### config.mk
export PLATFORM = sky130hd
export DESIGN_NAME = sram_req_pipe
export DESIGN_NICKNAME = d
export VERILOG_FILES = /design/src/rtl/sram_req_pipe.sv
export SDC_FILE = /design/constraint.sdc
export NUM_CORES = 1
export LEC_CHECK = 0
export ABC_AREA = 1
export CORE_ASPECT_RATIO = 2
export CORE_UTILIZATION = 25
export DETAILED_ROUTE_END_ITERATION = 7
export PLACE_DENSITY = 0.52
export SLEW_MARGIN = 25
export SYNTH_ARGS = -nofsm -noshare
export SYNTH_HDL_FRONTEND = slang
export SYNTH_SLANG_ARGS = --single-unit
### constraint.sdc
create_clock -name i_clk -period 24 [get_ports i_clk]
set_input_delay 4.8 -clock i_clk [delete_from_list [all_inputs] [get_ports i_clk]]
set_output_delay 4.8 -clock i_clk [all_outputs]
set_load 0.02 [all_outputs]
### src/rtl/sram_req_pipe.sv
// sram_req_pipe: request/response adapter in front of a fixed-latency SRAM macro.
// Accepted requests go straight to the SRAM. A tag pipe follows each access
// until its read data returns, and the result is then queued in a small
// response FIFO. A credit counter bounds the number of accepted-but-unpopped
// requests to the FIFO depth, so the FIFO cannot overflow even if the
// consumer stalls.
module sram_req_pipe #(
    parameter int abits                = 17,
    parameter int log2_dbytes          = 3,
    parameter int latency              = 2,
    parameter int cfg_sysbus_addr_bits = 32,
    localparam int dbits               = 8 << log2_dbytes,
    localparam int sbits               = dbits / 8
) (
    input  logic                            i_clk,
    input  logic                            i_rst,
    input  logic                            i_req_valid,
    input  logic [cfg_sysbus_addr_bits-1:0] i_req_addr,
    input  logic                            i_req_write,
    input  logic [dbits-1:0]                i_req_wdata,
    input  logic [sbits-1:0]                i_req_wstrb,
    output logic                            o_req_ready,
    output logic                            o_resp_valid,
    output logic [dbits-1:0]                o_resp_rdata,
    output logic                            o_resp_err,
    input  logic                            i_resp_ready,
    output logic                            o_mem_cs,
    output logic [abits-1:0]                o_mem_addr,
    output logic                            o_mem_wena,
    output logic [sbits-1:0]                o_mem_wstrb,
    output logic [dbits-1:0]                o_mem_wdata,
    input  logic [dbits-1:0]                i_mem_rdata
);

    localparam int depth = latency + 2;
    localparam int cbits = $clog2(depth + 1);
    localparam int pbits = $clog2(depth);

    logic [cbits-1:0]   cnt_q, cnt_d;
    logic [cbits-1:0]   fcnt_q, fcnt_d;
    logic [pbits-1:0]   wptr_q, wptr_d;
    logic [pbits-1:0]   rptr_q, rptr_d;
    logic [latency-1:0] tv_q, tv_d;
    logic [latency-1:0] tw_q, tw_d;
    logic [latency-1:0] te_q, te_d;
    logic [dbits-1:0]   fdata_q [depth];
    logic [dbits-1:0]   fdata_d [depth];
    logic [depth-1:0]   ferr_q, ferr_d;

    logic             oor;
    logic             acc;
    logic             push;
    logic             pop;
    logic [dbits-1:0] push_data;

    function automatic logic [pbits-1:0] ptr_inc(input logic [pbits-1:0] p);
        ptr_inc = (p == pbits'(depth - 1)) ? '0 : p + pbits'(1);
    endfunction

    // Request side: ready depends only on the credit register, never on live inputs.
    always_comb begin
        oor         = |i_req_addr[cfg_sysbus_addr_bits-1:abits];
        o_req_ready = (cnt_q < cbits'(depth));
        acc         = i_req_valid & o_req_ready;
        o_mem_cs    = acc & ~oor;
        o_mem_wena  = o_mem_cs & i_req_write;
        o_mem_addr  = i_req_addr[abits-1:0];
        o_mem_wstrb = i_req_wstrb;
        o_mem_wdata = i_req_wdata;
    end

    // Response side: the FIFO head drives the outputs, forced to zero while empty.
    always_comb begin
        o_resp_valid = (fcnt_q != '0);
        o_resp_rdata = o_resp_valid ? fdata_q[rptr_q] : '0;
        o_resp_err   = o_resp_valid & ferr_q[rptr_q];
        pop          = o_resp_valid & i_resp_ready;
        push         = tv_q[latency-1];
        // Writes and out-of-range accesses never drove the SRAM, so their data is forced to 0.
        push_data    = (~tw_q[latency-1] & ~te_q[latency-1]) ? i_mem_rdata : '0;
    end

    // Tag pipe: shift the {valid, write, error} tag of each access by one stage per cycle.
    always_comb begin
        tv_d    = tv_q;
        tw_d    = tw_q;
        te_d    = te_q;
        tv_d[0] = acc;
        tw_d[0] = i_req_write;
        te_d[0] = oor;
        for (int i = 1; i < latency; i++) begin
            tv_d[i] = tv_q[i-1];
            tw_d[i] = tw_q[i-1];
            te_d[i] = te_q[i-1];
        end
    end

    // FIFO and credit bookkeeping; push and pop may coincide at any occupancy.
    always_comb begin
        fdata_d = fdata_q;
        ferr_d  = ferr_q;
        wptr_d  = wptr_q;
        rptr_d  = rptr_q;
        if (push) begin
            fdata_d[wptr_q] = push_data;
            ferr_d[wptr_q]  = te_q[latency-1];
            wptr_d          = ptr_inc(wptr_q);
        end
        if (pop) begin
            rptr_d = ptr_inc(rptr_q);
        end
        fcnt_d = fcnt_q + cbits'(push) - cbits'(pop);
        cnt_d  = cnt_q + cbits'(acc) - cbits'(pop);
    end

    // State registers; reset discards every in-flight and buffered response.
    always_ff @(posedge i_clk or posedge i_rst) begin
        if (i_rst) begin
            cnt_q  <= '0;
            fcnt_q <= '0;
            wptr_q <= '0;
            rptr_q <= '0;
            tv_q   <= '0;
            tw_q   <= '0;
            te_q   <= '0;
            ferr_q <= '0;
            for (int i = 0; i < depth; i++) begin
                fdata_q[i] <= '0;
            end
        end else begin
            cnt_q   <= cnt_d;
            fcnt_q  <= fcnt_d;
            wptr_q  <= wptr_d;
            rptr_q  <= rptr_d;
            tv_q    <= tv_d;
            tw_q    <= tw_d;
            te_q    <= te_d;
            ferr_q  <= ferr_d;
            fdata_q <= fdata_d;
        end
    end

endmodule

==> metrics <==
Post-synth EDFFs 0; period utilisation layout 0.464; Synth Net Count 1769; endpoints failing setup 0; number of buffers created by CTS 28; Starting Density 0.253; Leakage 6.44 nW; Pwr Total 2.06 mW; First DRT Iteration DRCs 740; status complete, no violations; # rows 118; Slew @ Worst Pin 1050 ps; nets@finish 1762; Yosys top cell area share 0.529; Post-DP HPWL 23900 um; asr flop ratio synth 1.00; cts repair resizes 0; total global routing overflow 0; Yosys warning count 0; Die Ht 325 um; Avg Cell Area, Syn 8.23 sq um; beginning of the worst register-to-register path rptr_q[0]; R2R Path End rptr_q[1]; total wire length 40300 um; leading register cell type out of synthesis dfrtp_1; fin crit period 11130 ps; CP startpoint i_req_addr[22]; initial antenna violation count 0; Peak VDD IR 0.0474 mV; first-pass GRT wire length 63100 um; sequential-to-total area share from yosys stat 0.529; crit start category input port; setup slack at placement 12870 ps; FF+latch count, synth 276; Max FO, Critical Path 2; Max-Cap Viols 0; CTS Hold Buffers Added 0; Syn Inst Count 1587; R2R setup slack 21590 ps; Area Growth Syn to Fin 16.3%; Core ar. 51700 sq um; setup TNS 0 ps; # IOs 331; postcts setup bufs 0; count of cell types in the netlist 20; crit path capture type output pin; Synth top cells by count nand2_1 (343), o21ai_0 (322), dfrtp_1 (276), nor2_1 (272), buf_4 (92); relative slew slack 0.297; Setup crit end o_mem_wena; Arr. time, crit path 6330 ps; via count 10574; Die X-Extent 164 um; WS Path Type input port to output pin; filler cell count 5625; drt pass-1 iters 5; R2R cell count 4; RSZ-0062 raised after global routing false; CTS tree yes; cell accounting for the most synthesized area dfrtp_1; Fin Clk Skew 7.89 ps; Crit path required time 19200 ps; Fin. Hold Viols 0; PwrDens 136 nW/um^2; fmax 0.0899 GHz; GRT Resource Usage Total 0.153; GPL Wtd Cong 0.730; via density per instance 4.67; count of input and output buffers 152; clk sinks 276; Hold WC Path Type register to register; Post-Syn Area 13100 sq um; die area 53200 sq um; largest net degree at the start of global routing 78; wire per inst 17.8 um; antenna diode count 0; post-route setup slack 12870 ps; clk_lat worst skew 550 ps; clock tree buffer depth 3; largest cells by area after synthesis dfrtp_1 (53%), o21ai_0 (12%), nand2_1 (9.9%); htree depth 1; Residual DRC 0; Reg clk slew, reported paths 60 ps; vias in the first global route 10668; root buf cell clkbuf_16; Final Max Slew Viols 0; number of routed nets with antenna violations 0; top-count cell post-synth nand2_1; share of cells above drive strength 1 0.0431
==> cells in the final DEF, fill, tap and decap left out, types with 4 or more instances in the layout <==
cell,count
o21ai_1,72
dfrtp_1,274
nand2_1,343
clkbuf_8,7
clkbuf_1,7
clkdlybuf4s50_1,152
nand2_4,4
clkbuf_16,29
o21ai_0,322
buf_4,12
inv_1,12
nor2_1,272
clkinv_2,5
ha_1,7
a21oi_1,65
==> cell type report <==
class / instances / area (sq um) / area share
clock buffers: 43 / 848 / 0.0558
repair buffers: 165 / 1620 / 0.107
clock inverters: 9 / 82.6 / 0.00543
inverters: 16 / 71.3 / 0.00469
well taps: 660 / 826 / 0.0543
multi-input cells: 1093 / 4830 / 0.318
flip-flops and latches: 276 / 6910 / 0.455
==> report_power, final <==
group          switching [mW]  leakage (nW)  internal (mW)
clock network           0.188         0.455          0.254
registers               0.112          3.68          0.614
logic                   0.546          2.30          0.350
total                   0.846          6.44           1.22
==> sequential cells by signal, summed over array words and instances, names as in the netlist <==
| register | count |
|---|---|
| fdata_q | 256 |
| ferr_q | 4 |
| tv_q | 2 |
| cnt_q | 3 |
| rptr_q | 2 |
| te_q | 2 |
| tw_q | 2 |
| wptr_q | 2 |
| fcnt_q | 3 |
==> per-stage QoR <==
stage          instances  instance area, sq um  hold slack [ps]  utilization
2_1_floorplan       1587                 13100              331            -
3_3_place_gp        2210                 14300              336        0.276
3_5_place_dp        2210                 14300              336        0.276
4_1_cts             2262                 15200              352        0.294
5_1_grt             2262                 15200              353        0.294
6_report            2262                 15200              348        0.294
==> critical path, cell delays in order <==
cell and delay (ps):
clkdlybuf4s50_1 420, nor2_1 110, nand2_1 60, nor2_1 120
nand3_1 100, nor2_1 100, clkdlybuf4s50_1 610
==> routing by layer <==
layer	wire (um)	GRT usage
met1	15700	0.179
met4	2390	0.0924
met2	20200	0.263
met3	1990	0.0181
met5	0	0
==> worst min-delay path by stage <==
stage	from	to	slack (ps)	depth (start not counted)
floorplan	te_q[0]	te_q[1]	330	0
global placement	tv_q[0]	tv_q[1]	340	0
detailed placement	tv_q[0]	tv_q[1]	340	0
CTS	tv_q[0]	tv_q[1]	350	0
global route	tv_q[0]	tv_q[1]	350	0
finish	tv_q[0]	tv_q[1]	350	0
==> kinds of logic after synthesis <==
| kind of cell | after synthesis | synth area share |
|---|---|---|
| AOI/OAI and AO/OA | 459 | 0.176 |
| xor gates and xnor gates | 4 | 0.00268 |
| adders and majority gates | 9 | 0.00977 |
| buffers and inverters | 218 | 0.103 |
| DFF | 276 | 0.529 |
| and+or+nand+nor | 621 | 0.180 |
Power figures use the tool's default switching activity.
